==> src/rtl/checker_pkg.sv <==
// checker_pkg: shared constants and types for the checker stream arbiter.
//   - Record delimiter characters and the idle filler char driven to the checker.
//   - format_type encodings returned by cpu_checker.
//   - Arbiter FSM state type.
//   - is_start_char(): true for chars that may open a record.
package checker_pkg;

  localparam logic [7:0] CH_CARET  = 8'h5E;
  localparam logic [7:0] CH_DOLLAR = 8'h24;
  localparam logic [7:0] CH_HASH   = 8'h23;
  localparam logic [7:0] CH_IDLE   = 8'h00;

  localparam logic [1:0] FMT_NONE = 2'd0;
  localparam logic [1:0] FMT_REG  = 2'd1;
  localparam logic [1:0] FMT_MEM  = 2'd2;

  typedef enum logic [1:0] {
    IDLE  = 2'd0,
    FWD   = 2'd1,
    WAIT  = 2'd2,
    ABORT = 2'd3
  } state_t;

  function automatic logic is_start_char(input logic [7:0] c);
    return (c == CH_CARET) || (c == CH_DOLLAR);
  endfunction

endpackage

==> src/rtl/rr_pick.sv <==
// rr_pick: combinational round-robin picker.
//   req   in  N      requesting sources
//   last  in  SRC_W  source served most recently; scan starts at last+1
//   gnt   out N      one-hot winner (all zero when no request)
//   found out 1      at least one request present
module rr_pick #(
  parameter int N     = 2,
  parameter int SRC_W = 1
) (
  input  logic [N-1:0]     req,
  input  logic [SRC_W-1:0] last,
  output logic [N-1:0]     gnt,
  output logic             found
);

  // Scan distances 1..N from last; the first requester hit wins. Comparing
  // each constant position against the rotated index keeps every select static.
  always_comb begin
    gnt   = '0;
    found = 1'b0;
    for (int k = 1; k <= N; k++) begin
      for (int i = 0; i < N; i++) begin
        if (!found && req[i] && (((int'(last) + k) % N) == i)) begin
          gnt[i] = 1'b1;
          found  = 1'b1;
        end
      end
    end
  end

endmodule

==> src/rtl/checker_stream_arbiter.sv <==
// checker_stream_arbiter: shares one cpu_checker between N char-stream sources.
// A source wins the checker on a start char ('^' or '$') and keeps it until
// '#', a bubble, or MAX_LEN chars; the result is then returned tagged with the
// source id and arbitration resumes round-robin after the last served source.
//   clk, reset        clock; synchronous active-low reset
//   in_valid/in_char  per-source head char (char i at bits [8i+7:8i])
//   in_ready          per-source consume strobe (transfer = valid & ready)
//   chk_char          registered char stream into the checker (00 when idle)
//   chk_format_type   checker verdict, sampled RES_LAT cycles after '#'
//   grant, busy       one-hot owner of the checker; FSM not idle
//   res_*             one-cycle result pulse: source, format, abort flag
module checker_stream_arbiter
  import checker_pkg::*;
#(
  parameter int N       = 2,
  parameter int SRC_W   = 1,
  parameter int MAX_LEN = 64,
  parameter int RES_LAT = 2
) (
  input  logic             clk,
  input  logic             reset,
  input  logic [N-1:0]     in_valid,
  input  logic [8*N-1:0]   in_char,
  output logic [N-1:0]     in_ready,
  output logic [7:0]       chk_char,
  input  logic [1:0]       chk_format_type,
  output logic [N-1:0]     grant,
  output logic             busy,
  output logic             res_valid,
  output logic [SRC_W-1:0] res_src,
  output logic [1:0]       res_format,
  output logic             res_abort
);

  localparam int CNT_W  = $clog2(MAX_LEN + 1);
  localparam int WCNT_W = (RES_LAT > 1) ? $clog2(RES_LAT) : 1;

  state_t             state_q, state_d;
  logic [7:0]         chk_char_q, chk_char_d;
  logic [N-1:0]       grant_q, grant_d;
  logic [SRC_W-1:0]   src_q, src_d;
  logic [CNT_W-1:0]   cnt_q, cnt_d;
  logic [WCNT_W-1:0]  wcnt_q, wcnt_d;
  logic [SRC_W-1:0]   last_q, last_d;
  logic               res_valid_q, res_valid_d;
  logic [SRC_W-1:0]   res_src_q, res_src_d;
  logic [1:0]         res_format_q, res_format_d;
  logic               res_abort_q, res_abort_d;

  logic [7:0]         char_arr [N];
  logic [N-1:0]       cand;
  logic [N-1:0]       pick_gnt;
  logic               pick_found;
  logic [SRC_W-1:0]   win_idx;
  logic [7:0]         win_char;
  logic [7:0]         g_char;
  logic               g_valid;
  logic [N-1:0]       in_ready_c;

  generate
    for (genvar gi = 0; gi < N; gi++) begin : g_src
      assign char_arr[gi] = in_char[8*gi +: 8];
      assign cand[gi]     = in_valid[gi] && is_start_char(char_arr[gi]);
    end
  endgenerate

  rr_pick #(.N(N), .SRC_W(SRC_W)) u_pick (
    .req   (cand),
    .last  (last_q),
    .gnt   (pick_gnt),
    .found (pick_found)
  );

  // One-hot to index/char for the arbitration winner and the current owner.
  always_comb begin
    win_idx  = '0;
    win_char = CH_IDLE;
    g_char   = CH_IDLE;
    for (int i = 0; i < N; i++) begin
      if (pick_gnt[i]) begin
        win_idx  = SRC_W'(i);
        win_char = char_arr[i];
      end
      if (grant_q[i]) g_char = g_char | char_arr[i];
    end
  end

  assign g_valid = |(in_valid & grant_q);

  always_comb begin
    state_d      = state_q;
    chk_char_d   = CH_IDLE;
    grant_d      = grant_q;
    src_d        = src_q;
    cnt_d        = cnt_q;
    wcnt_d       = wcnt_q;
    last_d       = last_q;
    res_valid_d  = 1'b0;
    res_src_d    = '0;
    res_format_d = FMT_NONE;
    res_abort_d  = 1'b0;
    in_ready_c   = '0;
    case (state_q)
      IDLE: begin
        // Non-start chars are junk and drained immediately; losing
        // candidates are held so their record is not disturbed.
        in_ready_c = in_valid & ~cand;
        if (pick_found) begin
          in_ready_c = in_ready_c | pick_gnt;
          chk_char_d = win_char;
          grant_d    = pick_gnt;
          src_d      = win_idx;
          cnt_d      = CNT_W'(1);
          state_d    = FWD;
        end
      end
      FWD: begin
        if (g_valid) begin
          in_ready_c = grant_q;
          chk_char_d = g_char;
          cnt_d      = cnt_q + CNT_W'(1);
          if (g_char == CH_HASH) begin
            state_d = WAIT;
            wcnt_d  = '0;
          end else if (cnt_q + CNT_W'(1) == CNT_W'(MAX_LEN)) begin
            state_d = ABORT;
          end
        end else begin
          // Bubble: the idle char reaching the checker breaks the record there too.
          state_d = ABORT;
        end
      end
      WAIT: begin
        if (wcnt_q == WCNT_W'(RES_LAT - 1)) begin
          res_valid_d  = 1'b1;
          res_src_d    = src_q;
          res_format_d = chk_format_type;
          last_d       = src_q;
          grant_d      = '0;
          state_d      = IDLE;
        end else begin
          wcnt_d = wcnt_q + WCNT_W'(1);
        end
      end
      ABORT: begin
        res_valid_d = 1'b1;
        res_src_d   = src_q;
        res_abort_d = 1'b1;
        last_d      = src_q;
        grant_d     = '0;
        state_d     = IDLE;
      end
      default: state_d = IDLE;
    endcase
  end

  always_ff @(posedge clk) begin
    if (!reset) begin
      state_q      <= IDLE;
      chk_char_q   <= CH_IDLE;
      grant_q      <= '0;
      src_q        <= '0;
      cnt_q        <= '0;
      wcnt_q       <= '0;
      last_q       <= SRC_W'(N - 1);
      res_valid_q  <= 1'b0;
      res_src_q    <= '0;
      res_format_q <= FMT_NONE;
      res_abort_q  <= 1'b0;
    end else begin
      state_q      <= state_d;
      chk_char_q   <= chk_char_d;
      grant_q      <= grant_d;
      src_q        <= src_d;
      cnt_q        <= cnt_d;
      wcnt_q       <= wcnt_d;
      last_q       <= last_d;
      res_valid_q  <= res_valid_d;
      res_src_q    <= res_src_d;
      res_format_q <= res_format_d;
      res_abort_q  <= res_abort_d;
    end
  end

  assign in_ready   = in_ready_c;
  assign chk_char   = chk_char_q;
  assign grant      = grant_q;
  assign busy       = (state_q != IDLE);
  assign res_valid  = res_valid_q;
  assign res_src    = res_src_q;
  assign res_format = res_format_q;
  assign res_abort  = res_abort_q;

endmodule

==> config.mk <==
export PLATFORM = sky130hd
export DESIGN_NAME = checker_stream_arbiter
export DESIGN_NICKNAME = d
export VERILOG_FILES = /design/src/rtl/checker_pkg.sv /design/src/rtl/rr_pick.sv /design/src/rtl/checker_stream_arbiter.sv
export SDC_FILE = /design/constraint.sdc
export NUM_CORES = 1
export LEC_CHECK = 0
export CAP_MARGIN = 25
export CORE_AREA = 2 2 62 64
export CTS_CLUSTER_SIZE = 28
export DETAILED_ROUTE_END_ITERATION = 8
export DIE_AREA = 0 0 64 66
export HOLD_SLACK_MARGIN = 0.12
export PLACE_DENSITY = 0.7
export RECOVER_POWER = 50
export SYNTH_ARGS = -nofsm -noshare
export SYNTH_HDL_FRONTEND = slang
export SYNTH_SLANG_ARGS = --single-unit
export TNS_END_PERCENT = 5
==> constraint.sdc <==
create_clock -name clk -period 2.29 [get_ports clk]
set_input_delay 0.3435 -clock clk [delete_from_list [all_inputs] [get_ports clk]]
set_output_delay 0.3435 -clock clk [all_outputs]
set_load 0.05 [all_outputs]
==> Word level (Yosys, flattened, before mapping) <==
Cells that the tools add are included.
{ "word_totals": {"out_inout_bits": 18, "in_bits": 22, "register_bits": 27} }
{ "op_classes": {"n_eq_ne": 16, "n_addsub": 4, "n_reduce_logical": 30, "muxes": 40, "bitwise": 7} }
{ "ops": {"columns": ["operator", "count"], "rows": [
  ["$logic_not A32 Y1", 2],
  ["$mux W8", 6],
  ["$eq A8 B6 Y1 const B", 3],
  ["$eq A8 B7 Y1 const B", 2],
  ["$mux W2", 8],
  ["$pmux W8 S2", 1],
  ["$mux W1", 15],
  ["$reduce_and A3 Y1", 5],
  ["$mux W7", 2],
  ["$pmux W7 S2", 1],
  ["$logic_and A1 B1 Y1", 9],
  ["$eq A2 B2 Y1 const B", 4],
  ["$ne A2 B2 Y1 const B", 4],
  ["$or A8 B8 Y8", 1],
  ["$pmux W1 S2", 4],
  ["$pmux W2 S4", 1],
  ["$reduce_bool A2 Y1", 4],
  ["$add A7 B1 Y7 const B", 1],
  ["$eq A7 B7 Y1 const B", 1],
  ["$pmux W2 S3", 1],
  ["$and A2 B2 Y2", 2],
  ["$ne A4 B4 Y1 const B", 1],
  ["$pmux W2 S2", 1],
  ["$reduce_and A2 Y1", 2],
  ["10 further kinds", 16]
]} }

==> Logic depth before layout (Yosys ltp) <==
{ "logic_depth": {"ltp_word": 20, "mapped_depth": 6} }

==> Cells and area by module <==
A second synthesis with hierarchy kept.
{ "hier_totals": {"cells_unflattened": 173, "hier_area_um2": 1443.9} }
{ "by_module_without_submodules": {"columns": ["mod", "area_per_inst_um2", "cells_per_inst", "instances", "seq_area_each_um2"], "rows": [
  ["checker_stream_arbiter", 1418.9, 169, 1, 540.5],
  ["rr_pick", 25.0, 4, 1, 0.0]
]} }

==> Worst setup path after synthesis <==
Ideal clock, no wire load.
{ "synth_path": {"path_kind": "input -> output", "startpoint": "in in_char[9]", "endpoint": "out in_ready[0]", "stages": 5, "t_arrival_ps": 1929, "slack_ps": 17, "cell_sequence": "or4b_4 > mux2i_4 > nand4b_1 > or3_1 > a32o_1"} }
{ "synth_via": {"elab_chain_cells": 16} }
{ "synth_lines": {"columns": ["item", "line_no", "rtl"], "rows": [
  ["start, declared", "checker_stream_arbiter.sv:23", "input logic [8*N-1:0] in_char,"],
  ["$eq A8 B7 Y1 or $eq A8 B6 Y1 (tied branches)", "checker_pkg.sv:25", "return (c == CH_CARET) || (c == CH_DOLLAR);"],
  ["$logic_or A1 B1 Y1 (*)", "checker_pkg.sv:25", null],
  ["$logic_and A1 B1 Y1 (*)", "checker_stream_arbiter.sv:63", "assign cand[gi] = in_valid[gi] && is_start_char(char_arr[gi]);"],
  ["$logic_and A1 B1 Y1 (2 in series)", "rr_pick.sv:23", "if (!found && req[i] && (((int'(last) + k) % N) == i)) begin"],
  ["$mux W1", "rr_pick.sv:23", null],
  ["$logic_not A1 Y1", "rr_pick.sv:23", null],
  ["$logic_and A1 B1 Y1 (2 in series)", "rr_pick.sv:23", null],
  ["$mux W1", "rr_pick.sv:23", null],
  ["$logic_not A1 Y1", "rr_pick.sv:23", null],
  ["$logic_and A1 B1 Y1 (2 in series)", "rr_pick.sv:23", null],
  ["$mux W1", "rr_pick.sv:23", null],
  ["$mux W2 (*)", "checker_stream_arbiter.sv:108", "if (pick_found) begin"],
  ["$pmux W2 S2 (*)", "checker_stream_arbiter.sv:103", "case (state_q)"],
  ["end, declared", "checker_stream_arbiter.sv:24", "output logic [N-1:0] in_ready,"]
]} }
Every way passes the cells marked *; elsewhere a longest branch is shown, timed or not.

==> Final worst setup path <==
{ "layout_path": {"startpoint": "in in_char[12]", "endpoint": "out in_ready[0]"} }
Same word-level chain as after synthesis.

==> impl_metrics.json <==
{
  "run_status": "complete, but fails checks",
  "violations": "setup timing",
  "wl_per_cell_um": 14.62,
  "tritoncts": "done",
  "grt_pass1_vias": 1537,
  "async_flop_share_pct": 0,
  "numCtsBuffers": 3,
  "hold_path_end": "chk_char[3]$_SDFF_PN0_",
  "min_path_cells": 4,
  "crit_arrival_ns": 2.06,
  "io_buffers": 39,
  "antenna_cells": 0,
  "synth_xor_area_share_pct": 1.279,
  "r2r_start": "grant[1]$_SDFFE_PN0P_",
  "synthAdderAreaFrac_pct": 0.9132,
  "synthMuxAreaShare_pct": 2.374,
  "syn_area_sq_um": 1370,
  "fin_cells": 287,
  "synth_compound_area_share_pct": 24.29,
  "critPathKind": "input pin to primary output",
  "drt_pass1_iterations": 4,
  "setup_viol": 3,
  "worst-path-max-fanout": 2,
  "die_y_um": 66,
  "clock_path_buffers": 2,
  "power_mw": 0.8101,
  "dp_hpwl_um": 3060,
  "fin_hold_ws_ns": 0.4383,
  "required_ns": 1.95,
  "maxCapViolations": 0,
  "syn_inst": 156,
  "die_w_um": 64,
  "yosysWarnings": 0,
  "drc_errors": 0,
  "synth.distinct_cells": 51,
  "core-area_sq_um": 3551,
  "insertion_delay_ns": 0.32,
  "final_max_slew_viol_count": 0,
  "area_growth_pct": 60.18,
  "synthSimpleGateAreaFrac_pct": 29.04,
  "avgSynthCellArea_sq_um": 8.782,
  "power_density_nw_per_um2": 369.1,
  "drive_above_1_share_pct": 27.62,
  "timing.fmax_ghz": 0.4169,
  "wl_um": 4197,
  "grt_pass1_wl_um": 6962,
  "placementRows": 22,
  "report.final.hold_viol_count": 0,
  "ant_nets": 0,
  "min_path_type": "input pin to flip-flop",
  "r2r_slack_ns": 0.35,
  "htreeDepth": 1,
  "yosysSeqAreaShare_pct": 39.45,
  "drtIter0Drc": 127,
  "grtUsageTotal_pct": 20.63,
  "rsz0062_at_grt": "yes",
  "holdBufCountCts": 0,
  "skew_ns": 0.004486,
  "fillers": 294,
  "grt_max_degree": 17,
  "reg2reg_to": "wcnt_q$_SDFFE_PN0P_",
  "vdd_drop_max_uv": 279.7,
  "cts_root_buffer": "clkbuf_4",
  "pin_count": 40,
  "fin_ws_ns": -0.1088,
  "period_needed_ns": 2.399,
  "clk_pin_slew_ns": 0.14,
  "layout.nets": 263,
  "dp_cells": 273,
  "min-delay-start": "in_char[11]",
  "vias_per_cell": 5.519,
  "cts_sinks": 27,
  "end_kind": "primary output",
  "reg2regPathDepth": 5,
  "start_kind": "input pin",
  "vias": 1584,
  "antenna_found_initial": 0,
  "place.gp.congestion": 0.8851,
  "leakagePower_nw": 0.9267,
  "tightest_slew_ns": 0.5288,
  "dieArea_sq_um": 4224,
  "final_util_pct": 61.80,
  "fin_setup_tns_ns": -0.2195,
  "synth_edf_count": 0,
  "ys_seq_elements": 27,
  "fin_crit_sh_pct": 104.8,
  "gr-total-overflow": 0,
  "max_slew_margin_pct": 64.37,
  "start_util_pct": 38.58,
  "syn_nets": 179,
  "synthFlopType": "dfxtp_1",
  "synth_top_family_by_area": "simple AND/OR/NAND/NOR gates"
}
[logic make-up after synthesis]
| kind of cell | Yosys count |
|---|---|
| compound gates | 46 |
| flops | 27 |
| buf+inv | 9 |
| fa+ha+maj | 1 |
| mux | 2 |
| simple gates | 69 |
| xor+xnor | 2 |
[metal layers]
layer | vias up | global-route usage, % | wire, um
li1 | 755 | - | -
met1 | 767 | 24.76 | 1777
met2 | 56 | 36.85 | 2126
met3 | 6 | 4.259 | 239
met4 | 0 | 6.250 | 54
met5 | - | 0 | 0
[flip-flops by register name, summed over array words and instances, names as in the netlist]
signal      flops
chk_char        8
cnt_q           7
grant           2
res_format      2
state_q         2
last_q          1
res_abort       1
res_src         1
res_valid       1
src_q           1
wcnt_q          1
[stage by stage]
step	setup WS, ns	cell area [sq um]
3_5_place_dp	-0.4432	2066
5_1_grt	-0.1457	2195
6_report	-0.1088	2195
4_1_cts	-0.08471	2167
3_3_place_gp	-0.4005	2066
2_1_floorplan	0.01713	1370
[cells in the mapped netlist (all sizes together), types with 3 or more instances]
| library cell | count | area share (%) |
|---|---|---|
| nand2 | 16 | 4.4 |
| o21ai | 7 | 2.6 |
| inv | 5 | 1.4 |
| a31oi | 3 | 1.4 |
| a22oi | 7 | 3.8 |
| dfxtp | 27 | 39 |
| a21oi | 8 | 2.9 |
| nor2 | 10 | 2.7 |
| nand3 | 5 | 1.8 |
| nor3b | 8 | 4.4 |
| and2 | 5 | 2.4 |
| nand2b | 4 | 1.8 |
| nor3 | 3 | 1.1 |
[cell type report]
type	count	area (sq um)	area share, %
multi-input combinational	120	828.3	37.74
timing repair buffer	83	719.4	32.78
sequential	27	541.8	24.69
tap	48	60.06	2.737
clock buffer	4	26.28	1.197
inverter	5	18.77	0.8552
[what timing repair did]
action | CTS | global route
resized for setup | 27 | 10
setup buffers | 9 | 1
pin swaps | 10 | 5
setup endpoints to repair | 2 | 5
[cell usage in the layout (no fill, tap or decap), drive strengths merged, types with 5 or more instances in the layout]
| cell | n |
|---|---|
| a21oi | 8 |
| a22oi | 7 |
| and2 | 5 |
| buf | 49 |
| clkbuf | 5 |
| clkdlybuf4s50 | 15 |
| dfxtp | 27 |
| dlygate4sd3 | 10 |
| inv | 5 |
| nand2 | 16 |
| nand3 | 5 |
| nor2 | 10 |
| nor3b | 8 |
| o21ai | 7 |
[how the worst max path moves through the flow]
stage                      startpoint           to  slack, ns
after floorplan            in_char[9]  in_ready[0]       0.02
after global placement     in_char[9]  in_ready[0]      -0.40
after detailed placement   in_char[9]  in_ready[0]      -0.44
after CTS                 in_char[12]  in_ready[0]      -0.08
after global routing      in_char[11]  in_ready[0]      -0.15
final                     in_char[12]  in_ready[0]      -0.11
[worst max-delay path, stage by stage]
cell and delay, ns:
buf_6 0.09, or4b_4 0.54, mux2i_4 0.17, nand4b_1 0.16
or3_1 0.35, a32o_2 0.25, buf_6 0.15
[power by group]
group	total [mW]	internal (mW)	switching (mW)
logic	0.134	0.0741	0.0598
registers	0.473	0.471	0.00155
clock network	0.204	0.0682	0.135
total	0.810	0.613	0.197
Note: power is estimated with default switching activity, not from simulation.
